$ cat src/rtl/mem_ctrl_pkg.sv
// Shared definitions for the load/store and fetch path: LSB op codes,
// memory controller state encoding and access-size decoding.
package mem_ctrl_pkg;

    typedef enum logic [5:0] {
        OP_NONE = 6'd0,
        OP_LB   = 6'd1,
        OP_LH   = 6'd2,
        OP_LW   = 6'd3,
        OP_LBU  = 6'd4,
        OP_LHU  = 6'd5,
        OP_SB   = 6'd6,
        OP_SH   = 6'd7,
        OP_SW   = 6'd8
    } ls_op_e;

    typedef enum logic [1:0] {
        S_IDLE  = 2'd0,
        S_FETCH = 2'd1,
        S_LOAD  = 2'd2,
        S_STORE = 2'd3
    } mem_state_e;

    function automatic logic [2:0] op_size(input logic [5:0] op);
        case (op)
            OP_LB, OP_LBU, OP_SB: return 3'd1;
            OP_LH, OP_LHU, OP_SH: return 3'd2;
            default:              return 3'd4;
        endcase
    endfunction

    function automatic logic op_is_store(input logic [5:0] op);
        return (op == OP_SB) || (op == OP_SH) || (op == OP_SW);
    endfunction

endpackage

$ cat src/rtl/mem_ctrl.sv
// Byte-serial memory controller arbitrating LSB loads/stores and instruction
// fetches onto an 8-bit RAM with one-cycle read latency and a UART IO window.
module mem_ctrl
    import mem_ctrl_pkg::*;
#(
    parameter logic [31:0] IO_BASE = 32'h0003_0000
) (
    input  logic        clk,
    input  logic        rst,
    input  logic        rdy,
    input  logic        rollback,
    input  logic        ls_req,
    input  logic [5:0]  ls_op,
    input  logic [31:0] ls_addr,
    input  logic [31:0] ls_data,
    output logic        ls_valid,
    output logic [31:0] ls_res,
    input  logic        if_req,
    input  logic [31:0] if_addr,
    output logic        if_valid,
    output logic [31:0] if_data,
    input  logic [7:0]  mem_din,
    output logic [7:0]  mem_dout,
    output logic [31:0] mem_a,
    output logic        mem_wr,
    input  logic        io_buffer_full
);

    mem_state_e  state_q, state_d;
    logic [2:0]  cnt_q, cnt_d;
    logic [5:0]  op_q, op_d;
    logic [31:0] addr_q, addr_d;
    logic [31:0] data_q, data_d;
    logic [31:0] buf_q, buf_d;
    logic        ls_valid_q, ls_valid_d;
    logic [31:0] ls_res_q, ls_res_d;
    logic        if_valid_q, if_valid_d;
    logic [31:0] if_data_q, if_data_d;
    logic [31:0] mem_a_q, mem_a_d;
    logic [7:0]  mem_dout_q, mem_dout_d;
    logic        mem_wr_q, mem_wr_d;

    logic [2:0]  acc_size;
    logic [1:0]  rd_idx;
    logic [31:0] next_a;

    function automatic logic [31:0] load_extend(input logic [5:0] op, input logic [31:0] w);
        case (op)
            OP_LB:   return {{24{w[7]}}, w[7:0]};
            OP_LH:   return {{16{w[15]}}, w[15:0]};
            OP_LBU:  return {24'h0, w[7:0]};
            OP_LHU:  return {16'h0, w[15:0]};
            default: return w;
        endcase
    endfunction

    function automatic logic [7:0] byte_of(input logic [31:0] w, input logic [1:0] idx);
        return w[{idx, 3'b000} +: 8];
    endfunction

    function automatic logic io_blocked(input logic [31:0] a, input logic full);
        return (a >= IO_BASE) && full;
    endfunction

    assign acc_size = (state_q == S_FETCH) ? 3'd4 : op_size(op_q);
    // Byte arriving on mem_din belongs to the address driven one cycle earlier.
    assign rd_idx   = 2'(cnt_q - 3'd1);
    assign next_a   = addr_q + 32'(cnt_q) + 32'd1;

    always_comb begin
        // NOTE: every _d starts from its _q so no path through this block infers a latch.
        state_d    = state_q;
        cnt_d      = cnt_q;
        op_d       = op_q;
        addr_d     = addr_q;
        data_d     = data_q;
        buf_d      = buf_q;
        ls_valid_d = ls_valid_q;
        ls_res_d   = ls_res_q;
        if_valid_d = if_valid_q;
        if_data_d  = if_data_q;
        mem_a_d    = mem_a_q;
        mem_dout_d = mem_dout_q;
        mem_wr_d   = mem_wr_q;

        if (rdy) begin
            ls_valid_d = 1'b0;
            if_valid_d = 1'b0;
            mem_wr_d   = 1'b0;
            unique case (state_q)
                S_IDLE: begin
                    // A valid pulse is the requester's cue to drop its request; skip that cycle.
                    if (!rollback && !ls_valid_q && !if_valid_q) begin
                        if (ls_req) begin
                            op_d    = ls_op;
                            addr_d  = ls_addr;
                            data_d  = ls_data;
                            cnt_d   = 3'd0;
                            buf_d   = 32'h0;
                            mem_a_d = ls_addr;
                            if (op_is_store(ls_op)) begin
                                state_d    = S_STORE;
                                mem_dout_d = ls_data[7:0];
                                mem_wr_d   = !io_blocked(ls_addr, io_buffer_full);
                            end else begin
                                state_d = S_LOAD;
                            end
                        end else if (if_req) begin
                            addr_d  = if_addr;
                            cnt_d   = 3'd0;
                            buf_d   = 32'h0;
                            mem_a_d = if_addr;
                            state_d = S_FETCH;
                        end
                    end
                end
                S_LOAD, S_FETCH: begin
                    if (rollback) begin
                        state_d = S_IDLE;
                        cnt_d   = 3'd0;
                        mem_a_d = 32'h0;
                    end else begin
                        if (cnt_q != 3'd0) buf_d[{rd_idx, 3'b000} +: 8] = mem_din;
                        cnt_d = cnt_q + 3'd1;
                        // Park the bus at 0 once the last byte is addressed so IO reads are not repeated.
                        mem_a_d = (cnt_q + 3'd1 < acc_size) ? next_a : 32'h0;
                        if (cnt_q == acc_size) begin
                            state_d = S_IDLE;
                            cnt_d   = 3'd0;
                            if (state_q == S_FETCH) begin
                                if_valid_d = 1'b1;
                                if_data_d  = buf_d;
                            end else begin
                                ls_valid_d = 1'b1;
                                ls_res_d   = load_extend(op_q, buf_d);
                            end
                        end
                    end
                end
                S_STORE: begin
                    if (mem_wr_q) begin
                        if (cnt_q + 3'd1 == acc_size) begin
                            state_d    = S_IDLE;
                            cnt_d      = 3'd0;
                            ls_valid_d = 1'b1;
                            mem_a_d    = 32'h0;
                        end else begin
                            cnt_d      = cnt_q + 3'd1;
                            mem_a_d    = next_a;
                            mem_dout_d = byte_of(data_q, 2'(cnt_q + 3'd1));
                            mem_wr_d   = !io_blocked(next_a, io_buffer_full);
                        end
                    end else begin
                        mem_wr_d = !io_blocked(mem_a_q, io_buffer_full);
                    end
                end
            endcase
        end
    end

    always_ff @(posedge clk) begin
        // NOTE: non-blocking assignments so every flop samples pre-edge values.
        if (rst) begin
            state_q    <= S_IDLE;
            cnt_q      <= 3'd0;
            op_q       <= 6'd0;
            addr_q     <= 32'h0;
            data_q     <= 32'h0;
            buf_q      <= 32'h0;
            ls_valid_q <= 1'b0;
            ls_res_q   <= 32'h0;
            if_valid_q <= 1'b0;
            if_data_q  <= 32'h0;
            mem_a_q    <= 32'h0;
            mem_dout_q <= 8'h0;
            mem_wr_q   <= 1'b0;
        end else begin
            state_q    <= state_d;
            cnt_q      <= cnt_d;
            op_q       <= op_d;
            addr_q     <= addr_d;
            data_q     <= data_d;
            buf_q      <= buf_d;
            ls_valid_q <= ls_valid_d;
            ls_res_q   <= ls_res_d;
            if_valid_q <= if_valid_d;
            if_data_q  <= if_data_d;
            mem_a_q    <= mem_a_d;
            mem_dout_q <= mem_dout_d;
            mem_wr_q   <= mem_wr_d;
        end
    end

    assign ls_valid = ls_valid_q;
    assign ls_res   = ls_res_q;
    assign if_valid = if_valid_q;
    assign if_data  = if_data_q;
    assign mem_a    = mem_a_q;
    assign mem_dout = mem_dout_q;
    // A held write must not repeat while the system is stalled.
    assign mem_wr   = mem_wr_q && rdy;

endmodule

$ cat config.mk
export PLATFORM = sky130hd
export DESIGN_NAME = mem_ctrl
export DESIGN_NICKNAME = d
export VERILOG_FILES = /design/src/rtl/mem_ctrl_pkg.sv /design/src/rtl/mem_ctrl.sv
export SDC_FILE = /design/constraint.sdc
export NUM_CORES = 1
export LEC_CHECK = 0
export CAP_MARGIN = 10
export CORE_UTILIZATION = 50
export DETAILED_ROUTE_END_ITERATION = 8
export PLACE_DENSITY_LB_ADDON = 0.25
export SKIP_LAST_GASP = 1
export SYNTH_ARGS = -nofsm -noshare
export SYNTH_HDL_FRONTEND = slang
export SYNTH_SLANG_ARGS = --single-unit
$ cat constraint.sdc
create_clock -name clk -period 3.1 [get_ports clk]
set_input_delay 0.465 -clock clk [delete_from_list [all_inputs] [get_ports clk]]
set_output_delay 0.465 -clock clk [all_outputs]
set_load 0.005 [all_outputs]
==> results_dict.tcl, run 1 <==
set metrics [dict create \
    sw_frac_of_total 0.2519 \
    dp_hpwl_um 19300 \
    p_int_mw 4.934 \
    status "finished clean" \
    start_kind "register" \
    synth_area_leader_cell "dfxtp_1" \
    drt_wl_total_um 28460 \
    ioPinCount 224 \
    track_usage 0.2624 \
    power_density_nw_per_um2 484.2 \
    synth-seq-area-share 0.4134 \
    die_area_sq_um 21300 \
    grt_max_degree 81 \
    core.rowCount 52 \
    startpoint "cnt_q[0]" \
    drt_iter0_drc 551 \
    tightest_slew_ns 1.103 \
    cts_made_buffers 23 \
    yosysWarnings 0 \
    synth-edff-count 0 \
    cp_max_fo 9 \
    numClockSinks 214 \
    synth_top_area_frac 0.4134 \
    ff_latch_area_sq_um 4284 \
    drive_gt1_frac 0.09435 \
    synth-seq-cells 214 \
    core_sq_um 20300 \
    path_clk_slew_ns 0.06 \
    synthesis.area_sq_um 10360 \
    syn-num-nets 1330 \
    drtPass1Iterations 5 \
    yosysMostFrequentCell "dfxtp_1" \
    multi_input_area_sq_um 5698 \
    syn-instance-count 1196 \
    min_period_over_period 0.9164 \
    hold_start "ls_req" \
    gp_congestion 0.9076 \
    leakagePower_nw 4.826 \
    irDropWorstVdd_uv 392.5 \
    hold_slack_ns 0.3507 \
    vias 9593 \
    numPlacedInstances 1630 \
    end_kind "register" \
    required_ns 3.51 \
    rsz0062_at_grt "no" \
    seqPwrFrac 0.447 \
    ant_nets 0 \
    n_fill_cell 1716 \
    combPwrFrac 0.145 \
    max_slew_margin 0.2608 \
    synth_common_cells "214 x dfxtp_1, 156 x nand2_1, 155 x nor2_1" \
    clockBufferDepth 3 \
    grt_pass1_vias 9185 \
    cts_tree "yes" \
    fin_util 0.6710 \
    antenna_cells 0 \
    cts_max_level 1 \
    synth_area_per_cell_sq_um 8.664 \
    io_buffer_count 223 \
    clock_latency_ns 0.50 \
    clkPwrFrac 0.409 \
    viasPerCell 5.748 \
    min_period_ns 2.841 \
    hold_viol 0 \
    hold_class "in2reg" \
    drc 0 \
    maxCapViolCount 0 \
    start_util 0.5105 \
    nets 1519 \
    p_sw_mw 1.661 \
    die_h_um 146.0 \
    skew_ns 0.009265 \
    finalInstanceArea_sq_um 13620 \
    finalSetupTns_ns 0 \
    critPathArrivalTime_ns 3.25 \
    synth_cell_type_count 63 \
    area_delta_synth_final_pct 31.44 \
    max_freq_mhz 352.0 \
    synth-async-reset-ratio 0 \
    wl_per_cell_um 17.05 \
    antenna_found_initial 0 \
    synth_top_cells_by_area "dfxtp_1 41%, mux2i_1 7.8%, nand2_1 5.7%" \
    crit-reg2reg-launch "cnt_q[0]" \
    die_w_um 146.0 \
    placed_cell_area_sq_um 12860 \
    grt_pass1_wl_um 46130 \
    worstSetupPathType "reg2reg" \
    synth_ff_type "dfxtp_1" \
    fin_cells 1669 \
    gr-total-overflow 0 \
    clockRootBuffer "clkbuf_16" \
    setup_viol_count_final 0 \
    maxSlewViolCount 0 \
]
[sequential cells by signal, summed over array words and instances, names as in the netlist]
register / cells
addr_q: 32
buf_q: 32
cnt_q: 3
data_q: 32
if_data: 32
if_valid: 1
ls_res: 32
ls_valid: 1
mem_a: 32
mem_dout: 8
mem_wr_q: 1
op_q: 6
state_q: 2
[per-layer routing]
layer	part of all wire	GRT usage	vias up
li1	-	-	4628
met1	0.42	0.3223	4573
met2	0.50	0.4708	345
met3	0.059	0.03918	47
met4	0.023	0.08000	0
met5	0	0	-
[power by group through the flow]
stage / combinational, mW / clock, mW / sequential, mW
after CTS: 0.953 / 2.75 / 2.94
after floorplan: 0.514 / 0 / 2.98
final: 0.954 / 2.70 / 2.95
after global placement: 0.933 / 0 / 3.00
after global routing: 1.04 / 2.86 / 2.96
after detailed placement: 0.945 / 0 / 3.00
[metrics by stage]
step                power, mW  setup slack (ns)
floorplan               3.492            0.3163
global placement        3.932            0.3028
detailed placement      3.947            0.1767
CTS                     6.642            0.1582
global route            6.854           0.02228
finish                  6.595            0.2591
[cell families after synthesis]
group           synth area share
compound gates            0.1622
buf+inv                  0.04093
xor+xnor                 0.02958
flops                     0.4134
fa+ha+maj                0.02125
simple gates              0.2012
mux                       0.1315
[timing repair]
item                       CTS  global route
buffers inserted             0             0
setup endpoints to repair    0             1
hold endpoints to repair     0             0
resized for setup            0             4
hold buffers                 0             0
[worst max-delay path: stages (launching register included)]
cell and delay, ns:
dfxtp_1 0.36, inv_1 0.11, ha_1 0.23, fa_1 0.41, nor2b_1 0.23, o2111a_2 0.33, nand4_1 0.18, mux2i_1 0.19
nand4bb_1 0.13, or3_1 0.38, o31ai_1 0.20
[layout by cell type, fill, tap and decap left out, types with 5 or more instances in the layout]
cell type / n
nor4_1: 10
clkbuf_16: 23
inv_1: 11
nand3_1: 49
xor2_1: 11
nand2b_1: 9
mux2i_1: 81
o21ai_0: 14
o221a_2: 8
a221oi_1: 19
and2_1: 7
mux2_2: 33
xnor2_1: 24
and3_1: 7
nor2b_1: 13
nand4_1: 9
and4_1: 7
nor2_1: 153
buf_4: 25
nor3_1: 24
mux4_2: 8
nand2_1: 156
clkbuf_1: 6
a21oi_1: 96
a211oi_1: 30
a22o_1: 32
dfxtp_1: 214
clkdlybuf4s50_1: 221
buf_12: 5
ha_1: 16
[worst paths after layout]
path                endpoint  slack [ns]  depth (start not counted)
hold / removal    state_q[1]        0.35                          3
setup / recovery    mem_wr_q        0.26                         10
setup reg to reg    mem_wr_q        0.26                         10
hold reg to reg   data_q[18]        0.45                          2
[area by class of cell]
| type | instances | area share |
|---|---|---|
| clock inverters | 6 | 0.006063 |
| well taps | 270 | 0.02480 |
| multi-input cells | 880 | 0.4183 |
| clock buffers | 33 | 0.04795 |
| flip-flops and latches | 214 | 0.3145 |
| repair buffers | 253 | 0.1847 |
| inverters | 13 | 0.003583 |
(Power assumes the default switching activity.)
==> run 2: changes to the inputs <==
Settings changed: PLACE_DENSITY set to 0.87, PLACE_DENSITY_LB_ADDON 0.25 to unset.
==> results_dict.tcl, run 2 (synthesis gave the netlist of run 1 again) <==
set metrics [dict create \
    final_common_cell "clkdlybuf4s50_1" \
    vias 9734 \
    reg2reg_to "mem_wr_q" \
    layout_common_cells "221 x clkdlybuf4s50_1, 214 x dfxtp_1, 156 x nand2_1" \
    post_cts_buffers 0 \
    start_util 0.5105 \
    drt_wl_total_um 29410 \
    grt_pass1_vias 9333 \
    status "finished clean" \
    cp_max_fo 9 \
    critPathArrivalTime_ns 3.34 \
    tightest_slew_ns 1.006 \
    r2r_slack_ns 0.19 \
    grt_max_degree 96 \
    crit-reg2reg-launch "cnt_q[0]" \
    min_period_over_period 0.9377 \
    die_h_um 146.0 \
    gp_congestion 0.8979 \
    clock_latency_ns 0.51 \
    hold_class "in2reg" \
    setup_viol_count_final 0 \
    hold_start "rst" \
    crit_buf_inv 1 \
    drive_gt1_frac 0.09286 \
    start_kind "register" \
    drtPass1Iterations 6 \
    max_slew_margin 0.3255 \
    dp_hpwl_um 20570 \
    wl_per_cell_um 17.59 \
    hold_slack_ns 0.1992 \
    min_path_cells 2 \
    n_fill_cell 1611 \
    p_total_mw 6.637 \
    ant_nets 0 \
    drt_iter0_drc 660 \
    skew_ns 0.009872 \
    gr-total-overflow 0 \
    required_ns 3.53 \
    min_period_ns 2.907 \
    holdPathEnd "mem_dout[2]" \
    cp_slowest_cell "o2111a_1" \
    cts_tree "yes" \
    drc 0 \
    grt_pass1_wl_um 47330 \
    end_kind "register" \
    viasPerCell 5.822 \
    finalInstanceArea_sq_um 13610 \
    irDropWorstVdd_uv 358.0 \
    hold_buffers 0 \
    ctsResizeCount 0 \
    placed_cell_area_sq_um 12840 \
    die_w_um 146.0 \
    io_buffer_count 223 \
    nets 1518 \
    rsz0062_at_grt "no" \
    power_density_nw_per_um2 487.6 \
    cp_slowest_stage_delay_ns 0.42 \
    worstSetupPathType "reg2reg" \
    ioPinCount 224 \
    cts_made_buffers 23 \
    clockRootBuffer "clkbuf_16" \
    hold_viol 0 \
    max_freq_mhz 344.0 \
    cts_max_level 1 \
    path_clk_slew_ns 0.06 \
    critPathTopFamily "simple AND/OR/NAND/NOR gates" \
    area_delta_synth_final_pct 31.36 \
    track_usage 0.2715 \
    maxCapViolCount 0 \
    numClockSinks 214 \
    finalSetupTns_ns 0 \
    core.rowCount 52 \
    antenna_found_initial 2 \
    core_sq_um 20300 \
    die_area_sq_um 21300 \
    clockBufferDepth 3 \
    rr_worst_depth 10 \
    maxSlewViolCount 0 \
    crit_chain "inv_1, ha_1, fa_1, nor2b_1, o2111a_1, nand4_1, mux2i_1, nand4bb_1, or3_1, o31ai_1" \
    leakagePower_nw 4.845 \
]
## run 2: cell count changes in the layout (fill, tap and decap cells not counted), sizes merged
| cell | before | now |
|---|---|---|
| bufinv | 2 | 1 |
| inv | 11 | 12 |
| diode | 0 | 2 |
| clkbuf | 33 | 36 |
| clkinvlp | 1 | 0 |
| buf | 32 | 31 |
## run 2: stage by stage
| step | std cells | setup slack [ns] | utilization |
|---|---|---|---|
| floorplan | 1196 | 0.3163 | - |
| global placement | 1629 | 0.3553 | 0.6328 |
| detailed placement | 1629 | 0.2420 | 0.6328 |
| CTS | 1670 | 0.2394 | 0.6703 |
| global route | 1672 | 0.03184 | 0.6706 |
| finish | 1672 | 0.1932 | 0.6706 |
## run 2: worst reg2reg max path, stage by stage (launching register included)
cell and delay (ns):
dfxtp_1 0.32, inv_1 0.09, ha_1 0.24, fa_1 0.40, nor2b_1 0.20, o2111a_1 0.42, nand4_1 0.26, mux2i_1 0.21
nand4bb_1 0.12, or3_1 0.38, o31ai_1 0.19
## run 2: cell type report
cell class | count | area, sq um | area share
Multi-Input combinational cell | 880 | 5678 | 0.4171
Sequential cell | 214 | 4284 | 0.3147
Timing Repair Buffer | 252 | 2496 | 0.1834
Clock buffer | 36 | 704.4 | 0.05175
Tap cell | 270 | 337.8 | 0.02482
Clock inverter | 5 | 57.56 | 0.004228
Inverter | 13 | 48.80 | 0.003585
Antenna cell | 2 | 5.005 | 0.0003677
## run 2: per-layer routing
metal | GRT usage | vias up | routed length [um]
met1 | 0.3419 | 4594 | 12040
li1 | - | 4628 | -
met2 | 0.4529 | 430 | 14030
met3 | 0.05549 | 82 | 2300
met4 | 0.1105 | 0 | 1034
met5 | 0 | - | 0
## run 2: worst max path at each step
| stage | end | start | cells after the start |
|---|---|---|---|
| after floorplan | mem_wr_q | cnt_q[0] | 10 |
| after global placement | mem_wr_q | cnt_q[0] | 10 |
| after detailed placement | mem_wr_q | cnt_q[0] | 10 |
| after CTS | mem_wr_q | cnt_q[0] | 10 |
| after global routing | mem_wr_q | cnt_q[0] | 10 |
| final | mem_wr_q | cnt_q[0] | 10 |
## run 2: where the power goes
group / switching, mW / leakage, nW / internal [mW] / total [mW]
Sequential: 0.0905 / 1.74 / 2.85 / 2.94
Clock: 1.09 / 0.377 / 1.64 / 2.73
Combinational: 0.503 / 2.73 / 0.456 / 0.959
